==> src/rtl/mem_port_arbiter.sv <==
`default_nettype none
// +--------------------------------------------------------------------------+
// | mem_port_arbiter                                                         |
// | Round-robin arbiter sharing one memory port between I and D requesters.  |
// | Optional macro ARB_DATA_PRIORITY_EN: fixed priority, D always wins.      |
// | Revision: 1.0                                                            |
// +--------------------------------------------------------------------------+
`ifndef DRAM_ADDRESS_SIZE
`define DRAM_ADDRESS_SIZE 32
`endif
`ifndef DRAM_WORD_SIZE
`define DRAM_WORD_SIZE 32
`endif

module mem_port_arbiter #(
  parameter int ADDR_W = `DRAM_ADDRESS_SIZE,
  parameter int DATA_W = `DRAM_WORD_SIZE,
  parameter int BE_W   = DATA_W / 8
) (
  input  logic              clock,
  input  logic              reset,
  input  logic              i_req,
  input  logic [ADDR_W-1:0] i_addr,
  output logic [DATA_W-1:0] i_rdata,
  output logic              i_ready,
  input  logic              d_req,
  input  logic              d_rw,
  input  logic [ADDR_W-1:0] d_addr,
  input  logic [DATA_W-1:0] d_wdata,
  input  logic [BE_W-1:0]   d_byte_en,
  output logic [DATA_W-1:0] d_rdata,
  output logic              d_ready,
  output logic              mem_req,
  output logic              mem_rw,
  output logic [ADDR_W-1:0] mem_addr,
  output logic [DATA_W-1:0] mem_wdata,
  output logic [BE_W-1:0]   mem_byte_en,
  input  logic [DATA_W-1:0] mem_rdata,
  input  logic              mem_ack
);

  typedef enum logic [1:0] {
    S_IDLE   = 2'd0,
    S_BUSY_I = 2'd1,
    S_BUSY_D = 2'd2,
    S_RESP   = 2'd3
  } state_t;

  state_t r_state;
  logic   r_last_d;   // 1 when the most recent grant went to the D side
  logic   w_grant_d;
  logic   w_grant_i;

`ifdef ARB_DATA_PRIORITY_EN
  assign w_grant_d = d_req;
`else
  assign w_grant_d = d_req & (~i_req | ~r_last_d);
`endif
  assign w_grant_i = i_req & ~w_grant_d;

  always_ff @(posedge clock) begin
    if (!reset) begin
      r_state     <= S_IDLE;
      r_last_d    <= 1'b1;
      mem_req     <= 1'b0;
      mem_rw      <= 1'b0;
      mem_addr    <= '0;
      mem_wdata   <= '0;
      mem_byte_en <= '0;
      i_ready     <= 1'b0;
      d_ready     <= 1'b0;
      i_rdata     <= '0;
      d_rdata     <= '0;
    end else begin
      case (r_state)
        S_IDLE: begin
          if (w_grant_i) begin
            mem_req     <= 1'b1;
            mem_rw      <= 1'b0;
            mem_addr    <= i_addr;
            mem_wdata   <= '0;
            mem_byte_en <= '1;
            r_last_d    <= 1'b0;
            r_state     <= S_BUSY_I;
          end else if (w_grant_d) begin
            mem_req     <= 1'b1;
            mem_rw      <= d_rw;
            mem_addr    <= d_addr;
            mem_wdata   <= d_wdata;
            mem_byte_en <= d_byte_en;
            r_last_d    <= 1'b1;
            r_state     <= S_BUSY_D;
          end
        end
        S_BUSY_I: begin
          if (mem_ack) begin
            i_rdata <= mem_rdata;
            i_ready <= 1'b1;
            mem_req <= 1'b0;
            r_state <= S_RESP;
          end
        end
        S_BUSY_D: begin
          if (mem_ack) begin
            d_rdata <= mem_rdata;
            d_ready <= 1'b1;
            mem_req <= 1'b0;
            r_state <= S_RESP;
          end
        end
        S_RESP: begin
          // ready pulses were raised on the ack edge; drop them after one cycle
          i_ready <= 1'b0;
          d_ready <= 1'b0;
          r_state <= S_IDLE;
        end
        default: r_state <= S_IDLE;
      endcase
    end
  end

endmodule
`default_nettype wire

==> config.mk <==
export PLATFORM = sky130hd
export DESIGN_NAME = mem_port_arbiter
export DESIGN_NICKNAME = d
export VERILOG_FILES = /design/src/rtl/mem_port_arbiter.sv
export SDC_FILE = /design/constraint.sdc
export NUM_CORES = 1
export LEC_CHECK = 0
export CORE_UTILIZATION = 45
export CTS_BUF_LIST = sky130_fd_sc_hd__clkbuf_8
export DETAILED_ROUTE_END_ITERATION = 16
export PLACE_DENSITY = 0.95
export SYNTH_ARGS = -nofsm -noshare
export SYNTH_HDL_FRONTEND = slang
export SYNTH_SLANG_ARGS = --single-unit
export TNS_END_PERCENT = 20
==> constraint.sdc <==
create_clock -name clock -period 2.8 [get_ports clock]
set_clock_uncertainty 0.05 [all_clocks]
set_input_delay 0.42 -clock clock [delete_from_list [all_inputs] [get_ports clock]]
set_output_delay 0.42 -clock clock [all_outputs]
set_load 0.1 [all_outputs]
==> results of run 1 <==
-- metal layers --
metal | global-route usage | part of all wire | up-vias
met4 | 0.126 | 0.030 | 0
met5 | 0 | 0 | -
met1 | 0.303 | 0.40 | 2636
li1 | - | - | 2709
met3 | 0.0696 | 0.063 | 44
met2 | 0.441 | 0.50 | 228
-- per-stage QoR --
| stage | util | std cells | instance area, sq um | total power, uW | hold WS (ps) |
|---|---|---|---|---|---|
| after floorplan | - | 633 | 5530 | 6290 | 418 |
| after detailed placement | 0.664 | 1007 | 7970 | 7380 | 400 |
| after global routing | 0.701 | 1039 | 8420 | 9490 | 390 |
| after global placement | 0.664 | 1007 | 7970 | 7330 | 391 |
| final | 0.701 | 1039 | 8420 | 9160 | 402 |
| after CTS | 0.701 | 1039 | 8420 | 9180 | 376 |
-- cell families (layout without fill, tap and decap cells) --
family | after synthesis | in the layout
simple gates | 183 | 183
fa+ha+maj | 5 | 5
flops | 139 | 139
mux | 2 | 2
buf+inv | 63 | 322
compound gates | 241 | 241
-- cell usage after synthesis --
| library cell | count | area share |
|---|---|---|
| a211oi_1 | 1 | 0.0014 |
| a21boi_0 | 55 | 0.075 |
| a21boi_1 | 11 | 0.015 |
| a21oi_1 | 34 | 0.031 |
| a31oi_1 | 32 | 0.036 |
| a32oi_1 | 33 | 0.052 |
| and2_1 | 3 | 0.0034 |
| and2b_1 | 1 | 0.0014 |
| buf_2 | 23 | 0.021 |
| buf_4 | 2 | 0.0027 |
| buf_6 | 1 | 0.0020 |
| clkbuf_1 | 33 | 0.022 |
| dfxtp_1 | 139 | 0.50 |
| ha_1 | 5 | 0.011 |
| inv_1 | 4 | 0.0027 |
| mux2i_1 | 2 | 0.0036 |
| nand2_1 | 136 | 0.092 |
| nand2_2 | 1 | 0.0011 |
| nand2b_1 | 3 | 0.0034 |
| nand3_1 | 1 | 0.00090 |
| nor2_1 | 3 | 0.0020 |
| nor2b_1 | 34 | 0.038 |
| o21a_1 | 2 | 0.0027 |
| o21a_2 | 1 | 0.0016 |
| o21ai_0 | 55 | 0.050 |
| o21ai_1 | 10 | 0.0091 |
| o221a_2 | 4 | 0.0081 |
| o221ai_1 | 1 | 0.0016 |
| o22a_1 | 1 | 0.0016 |
| o311ai_0 | 1 | 0.0016 |
| or4b_1 | 1 | 0.0018 |
-- path summary, 6_finish.rpt --
kind	endpoint	slack, ps	cells past startpoint
max	mem_addr[31]$_SDFFE_PN0P_	890	5
min	d_ready$_SDFFE_PN0P_	400	2
max reg2reg	mem_addr[31]$_SDFFE_PN0P_	890	5
min reg2reg	i_rdata[18]$_SDFFE_PN0P_	410	2
-- power by group --
part | switching, uW | total (uW) | internal, uW
logic | 3720 | 4790 | 1070
registers | 216 | 2580 | 2370
clock network | 751 | 1790 | 1040
total | 4690 | 9160 | 4470
-- registers in the layout, indices dropped and copies added (netlist names) --
register and cells:
r_state 2, mem_rw 1, d_ready 1, mem_addr 32, mem_req 1, r_last_d 1, mem_byte_en 4, mem_wdata 32
i_ready 1, i_rdata 32, d_rdata 32
-- area by class of cell --
type | count | area (sq um)
clock buffer | 20 | 275
clock inverter | 12 | 169
fill | 902 | 3600
inverter | 4 | 15.0
multi-input combinational | 431 | 2480
sequential | 139 | 2780
tap | 147 | 184
timing repair buffer | 286 | 2510
-- cell usage in the layout, fill, tap and decap left out, types with 3 or more instances in the layout --
| cell | Yosys | routed |
|---|---|---|
| clkbuf_8 | 0 | 20 |
| nor2_1 | 3 | 3 |
| clkinv_2 | 0 | 5 |
| a32oi_1 | 33 | 33 |
| dfxtp_1 | 139 | 139 |
| ha_1 | 5 | 5 |
| o21ai_0 | 55 | 55 |
| a21boi_0 | 55 | 55 |
| and2_1 | 3 | 3 |
| a31oi_1 | 32 | 32 |
| o21ai_1 | 10 | 9 |
| nor2b_1 | 34 | 34 |
| nand2b_1 | 3 | 3 |
| nand2_1 | 136 | 136 |
| clkdlybuf4s50_1 | 0 | 136 |
| a21oi_1 | 34 | 34 |
| o221a_2 | 4 | 4 |
| inv_1 | 4 | 4 |
| buf_4 | 2 | 148 |
| bufinv_16 | 0 | 4 |
| a21boi_1 | 11 | 11 |
==> summary.md, run 1 <==
| Metric | Value |
|---|---|
| Post-synthesis mux area share | 0.00362 |
| Compound-Gate Fraction of Synth Area | 0.286 |
| ANT cells | 0 |
| Chip width | approximately 110 um |
| Hold Buf Count CTS | 0 |
| Hpwl dp | approximately 11,000 um |
| P_leak | ~0.0033 uW |
| First-pass GRT wire length | 26,300 um |
| Worst hold path type | input pin to flop |
| Cell Area, Synth | roughly 5500 sq um |
| CP endpoint kind | flop |
| Core area | 12,000 sq um |
| Post-CTS Setup Repair Bufs | 0 |
| Area Overhead vs Synth | 52.2% |
| Post-Synth XOR/XNOR Area | 0 |
| GRT Overall Usage | 0.260 |
| CP cell instances | inv_1 > ha_1 > o21a_2 > o21ai_0 > a21oi_1 |
| FMAX | 524 MHz |
| Peak supply drop | roughly 0.86 mV |
| Number of max-cap violations | 0 |
| DRT iter0 DRCs | ~580 |
| Syn Area/Cell | 8.73 sq um |
| Worst slack, placed | approximately 590 ps |
| Post-Synth Simple-Gate Area | 0.145 |
| Via-per-instance ratio | roughly 5.4 |
| PD cells | between 1000 and 1500 nW/um^2 |
| Hold_sp | reset |
| Outcome | complete, no violations |
| Clock latency on the worst-skew pair | between 400 and 500 ps |
| Yosys cell types | 31 |
| H-tree depth | 4 |
| Fin crit share | 0.682 |
| Endpoints failing setup | 0 |
| CP delay by family, top | compound AO/OA/AOI/OAI gates |
| Setup ws final | 890 ps |
| Slew HR | 0.415 |
| RSZ-0062 raised after global routing | no |
| Routed vias | roughly 5,600 |
| DR WL/cell | roughly 16 um |
| Root Buffer | clkbuf_8 |
| Remaining global-route overflow | 0 |
| PortBufs | 273 |
| Final WL | around 17,000 um |
| I/O pin count | roughly 270 |
| Die area | between 10,000 and 15,000 sq um |
| Placer Congestion | 0.782 |
| Final Hold Viols | 0 |
| Buffers and inverters on the worst path | 1 |
| Critical Path Source | r_state[0]$_SDFFE_PN0P_ |
| Largest net degree at the start of global routing | 67 |
| Setup TNS | 0 ps |
| Die Y | around 110 um |
| CTS sink cnt | between 100 and 150 |
| Sequential-to-total area share from yosys stat | 0.503 |
| Share of layout cells above drive strength 1 | 0.212 |
| Worst-Margin Slew | 877 ps |
| Post-CTS Resized | 0 |
| CP max stage delay | 600 ps |
| Data required, critical path | 3100 ps |
| Beginning of the worst register-to-register path | r_state[0]$_SDFFE_PN0P_ |
| Max-slew violations | 0 |
| First-pass DRT Iterations | 5 |
| Final ANT Viol Nets | 0 |
| Initial Util | 0.460 |
| Initial antenna violation count | 0 |
| CTS max path bufs | 2 |
| Final min period | around 1900 ps |
| Worst setup SP type | flop |
| Slowest-stage cell, CP | o21a_2 |
| Num rows | 40 |
| Crit path max fanout | 36 |
| Post-Synth Adder-Cell Area | 0.0113 |
| Worst EP arrival | approximately 2200 ps |
| Layout net count | roughly 1,000 |
| Flops & latches, synth | about 140 |
| Vias in the first global route | ~5,300 |
| YS warnings | 0 |
| Largest family of logic cells by synthesized area | compound AO/OA/AOI/OAI gates |
| DRC | 0 |
| Num CTS Buffers | 17 |
| Synth Instances | ~630 |
| Synth Net Count | between 700 and 800 |
| CTS clk-pin slew, worst paths | about 70 ps |
| Crit Path Class | flop to flop |
| TritonCTS clock tree | yes |
No activity file was read; power rests on OpenSTA's default activity.
==> inputs of run 2 (changes only) <==
- CORE_UTILIZATION: 45 -> 38
- PLACE_DENSITY: 0.95 -> 0.91
- clock period: 2.8 -> 1.64 ns (I/O delays scaled with it)
==> summary.md, run 2 (synthesized netlist as in run 1, its figures left out) <==
| Metric | Value |
|---|---|
| I/O pin count | roughly 270 |
| DRT iter0 DRCs | a little over 400 |
| Routed vias | 5,849 |
| Area Overhead vs Synth | 88.0% |
| Root Buffer | clkbuf_8 |
| PD cells | approximately 1700 nW/um^2 |
| Hpwl dp | ~14,000 um |
| Vias in the first global route | between 5,000 and 6,000 |
| DRC | 0 |
| Hold depth | 2 |
| Outcome | complete, no violations |
| Fin crit share | 0.916 |
| Hold_sp | reset |
| Beginning of the worst register-to-register path | r_state[0]$_SDFFE_PN0P_ |
| Layout net count | roughly 1,000 |
| Post-CTS Setup Repair Bufs | 0 |
| Worst setup SP type | flop |
| GRT Overall Usage | 0.255 |
| Critical Path Source | r_state[0]$_SDFFE_PN0P_ |
| CP max stage delay | a little over 300 ps |
| Final Hold Viols | 0 |
| Core area | roughly 14,000 sq um |
| DR WL/cell | between 15 and 20 um |
| Layout Cells excl Fill | 1,082 |
| Number of max-cap violations | 0 |
| Crit path max fanout | 32 |
| Worst reg2reg path depth | 6 |
| TritonCTS clock tree | yes |
| Num rows | 43 |
| Crit Path Class | flop to flop |
| Remaining global-route overflow | 0 |
| Chip width | ~120 um |
| Met2 Wirelength | slightly above 10,000 um |
| DR top layer | met4 |
| Peak supply drop | between 1 and 1.5 mV |
| Clock latency on the worst-skew pair | approximately 440 ps |
| Max-slew violations | 0 |
| Final Power | between 15,000 and 20,000 uW |
| Endpoints failing setup | 0 |
| ANT cells | 0 |
| Initial Util | 0.394 |
| H-tree depth | 4 |
| Data required, critical path | 1940 ps |
| Die area | about 15,000 sq um |
| Buffers and inverters on the worst path | 2 |
| Hold_ws | 138 ps |
| CP delay by family, top | buffers and inverters |
| Metal1 wirelength | slightly below 7000 um |
| CTS sink cnt | around 140 |
| CP endpoint kind | flop |
| First-pass GRT wire length | a little under 30,000 um |
| Worst hold path type | input pin to flop |
| Most common cell after layout, fill and taps aside | buf_12 |
| Worst-Margin Slew | about 370 ps |
| Critical path depth in cells | 6 |
| Initial antenna violation count | 0 |
| Most frequent cells in the layout | buf_12, dfxtp_1, nand2_1, clkdlybuf4s50_1 |
| P_leak | approximately 0.0038 uW |
| Slew HR | 0.753 |
| Share of layout cells above drive strength 1 | 0.224 |
| Dpl cells | roughly 1,100 |
| Placer Congestion | between 0.8 and 0.9 |
| CP cell instances | inv_1 > ha_1 > and2_1 > buf_12 > nand2_1 > a21boi_0 |
| CTS clk-pin slew, worst paths | about 80 ps |
| Worst EP arrival | between 1500 and 2000 ps |
| Num CTS Buffers | 17 |
| Hold Buf Count CTS | 0 |
| Final WL | about 19,000 um |
| DR WL met3 | around 1400 um |
| Via-per-instance ratio | roughly 5.4 |
| CTS max path bufs | 2 |
| Filler Cell Count | around 910 |
| Final ANT Viol Nets | 0 |
| Largest net degree at the start of global routing | 50 |
| PortBufs | around 270 |
| Final min period | ~1500 ps |
| First-pass DRT Iterations | 5 |
| FMAX | 666 MHz |
| Util after Layout | 0.740 |
| Slowest-stage cell, CP | dfxtp_1 |
| Die Y | 123 um |
| RSZ-0062 raised after global routing | no |
==> run 2: path summary, 6_finish.rpt <==
path / slack (ps) / end
setup reg to reg: 140 / d_rdata[10]$_SDFFE_PN0P_
hold reg to reg: 430 / r_state[1]$_SDFFE_PN0P_
hold / removal: 140 / i_rdata[10]$_SDFFE_PN0P_
setup / recovery: 140 / d_rdata[10]$_SDFFE_PN0P_
==> run 2: cell type report <==
| cell class | instances | area, sq um | area share |
|---|---|---|---|
| Clock inverter | 12 | 169 | 0.0163 |
| Tap cell | 180 | 225 | 0.0217 |
| Sequential cell | 139 | 2780 | 0.268 |
| Clock buffer | 19 | 262 | 0.0252 |
| Inverter | 4 | 15.0 | 0.00144 |
| Multi-Input combinational cell | 431 | 2490 | 0.240 |
| Timing Repair Buffer | 297 | 4450 | 0.428 |
==> run 2: power by group <==
part | internal [uW] | total, uW | leakage (uW) | switching (uW)
clock network | 1720 | 3050 | 0.000218 | 1330
registers | 4050 | 4750 | 0.00114 | 707
logic | 3660 | 10100 | 0.00248 | 6480
==> run 2: metrics by stage <==
stage | cell area, sq um | TNS [ps] | setup WS, ps
floorplan | 5530 | 0 | 90.9
global placement | 9950 | -2210 | -50.9
detailed placement | 9950 | -4460 | -134
CTS | 10400 | 0 | 67.9
global route | 10400 | 0 | 27.6
finish | 10400 | 0 | 138
==> run 2: routing by layer <==
metal	global-route usage	vias to the layer above
met5	0	-
met4	0.133	0
met1	0.281	2789
met2	0.443	265
met3	0.0734	57
li1	-	2738
==> run 2: what timing repair did <==
action / CTS / global route
resized for setup: 1 / 3
endpoints found under the setup margin: 5 / 25
endpoints found under the hold margin: 0 / 0
==> patch (settings of run 2) <==
The 4 states of `state_t` get a Gray code encoding in 2 bits.
--- a/src/rtl/mem_port_arbiter.sv
+++ b/src/rtl/mem_port_arbiter.sv
@@ -40,10 +40,10 @@
 );
 
   typedef enum logic [1:0] {
-    S_IDLE   = 2'd0,
-    S_BUSY_I = 2'd1,
-    S_BUSY_D = 2'd2,
-    S_RESP   = 2'd3
+    S_IDLE   = 2'b00,
+    S_BUSY_I = 2'b01,
+    S_BUSY_D = 2'b11,
+    S_RESP   = 2'b10
   } state_t;
 
   state_t r_state;
Formal check against the unedited RTL: same outputs for any inputs over 4 cycles, from zero or initial values and one cycle with reset low; so few cycles prove little.
==> patch against run 2 <==
  * Synthesized cell count decreased by 7.7%
  * Sequential cell count unchanged
  * Critical path type unchanged
  * Area after synthesis decreased by 3.0%
  * Largest cell class unchanged
  * Setup slack got worse by 0.0054 ns
  * Final area decreased by 1.8%
  * Wire length decreased by 4.0%
Power is not compared: it rests on default switching activity, and its combinational part moved more than twofold at a synthesized area within 25%.
==> patch: results (changes against run 2) <==
stage,metric,value,unit,change
sta,Worst-Margin Slew,0.372,ns,was 0.366 ns
routing,Routed WL per cell,17.8,µm,was 17.7 µm
layout,layout cells sized above 1,0.231,,was 0.224
routing,met2 wire len,9730,µm,was 10100 µm
placed_design,DP Worst Slack,-0.202,ns,was -0.134 ns
global_routing,GR Util met3,0.0821,,was 0.0734
clock_network,H-tree levels,4,,unchanged
logic_synthesis,ys async rst share,0,,unchanged
min_path,hold_sp,mem_rdata[18],,was reset
logic_synthesis,"top cells by count, synth","dfxtp_1, nand2_1, a21oi_1",,"was dfxtp_1, nand2_1, a21boi_0, o21ai_0"
logic_synthesis,"Seq/Total Area, Yosys",0.519,,was 0.503
status,status,completed,,unchanged
layout,nets,978,,was 1033
global_routing,met2 GRT Util,0.450,,was 0.443
routing,Via density,5.30,,was 5.41
placed_design,gpl congestion,0.810,,was 0.818
logic_synthesis,post-synthesis net count,722,,was 776
global_routing,first-pass GRT wire length,28400,µm,was 29300 µm
logic_synthesis,Synth area leaders,"dfxtp_1, nand2_1, a21oi_1",,"was dfxtp_1, nand2_1, a21boi_0"
global_routing,vias in the first global route,5379,,was 5721
routing,Initial DRC Count,371,,was 415
routing,wl on met1,6820,µm,was 6970 µm
min_path,hold path depth,3,,was 2
clock_network,CTS buffer count,17,,unchanged
global_routing,GRT Resource Usage Total,0.250,,was 0.255
routing,Max Used Layer,met4,,unchanged
worst_setup_path,crit path max fanout,33,,was 32
routing,met3 WL,1240,µm,was 1350 µm
worst_setup_path,FF-to-FF path depth,3,,was 6
global_routing,GR Layer Usage met1,0.261,,was 0.281
placed_design,dpl hpwl,13100,µm,was 13700 µm
worst_setup_path,Worst EP arrival,1.77,ns,was 1.80 ns
placed_design,placed inst area,9710,µm²,was 9950 µm²
worst_setup_path,reg-to-reg startpoint,r_state[1],,was r_state[0]
patch: cell count changes after synthesis, moves of 6 or more:
cell and delta:
a31oi_1 -32, a21boi_1 -11, buf_2 -6, o311a_1 +32, a22o_1 +33, o21ai_0 -54, a32oi_1 -33, o21ai_1 -9
o21bai_1 +32, a21oi_1 +34, a21boi_0 -23, nor2b_1 -34, and3_1 +33
patch: logic make-up after synthesis:
group / Yosys count / share of synthesized area
buf+inv: 59 / 0.0522
flops: 139 / 0.519
simple gates: 181 / 0.148
compound gates: 205 / 0.281
patch: worst max-delay path, cell delays in order, from the launching register on:
cell,delay (ns)
dfxtp_1,0.33
or2_2,0.42
o21a_4,0.37
a22o_1,0.23
patch: final timing paths:
| kind | endpoint | slack (ns) |
|---|---|---|
| worst max-delay path | mem_wdata[17] | 0.13 |
| worst min-delay path | i_rdata[18] | 0.35 |
| worst max register to register | mem_wdata[17] | 0.13 |
| worst min register to register | i_rdata[20] | 0.44 |
patch: layout make-up:
type                            count  area, µm²
Clock inverter                     14        249
Multi-Input combinational cell    386       2310
Tap cell                          180        225
Timing Repair Buffer              294       4390
Sequential cell                   139       2780
Clock buffer                       18        248
Inverter                            2       7.51
Fill cell                         842       3620
patch: timing repair:
action / in CTS / in global routing
setup endpoints to repair: 0 / 1
gates resized for setup: 0 / 1
endpoints found under the hold margin: 0 / 0
patch: stage by stage:
stage                     setup TNS (ns)   util  instances  hold WS [ns]
after global routing                   0  0.738       1033         0.306
after global placement             -8.20  0.702       1001         0.429
after detailed placement          -11.38  0.702       1001         0.434
after CTS                              0  0.738       1033         0.312
final                                  0  0.738       1033         0.348
after floorplan                        0      -        584         0.329
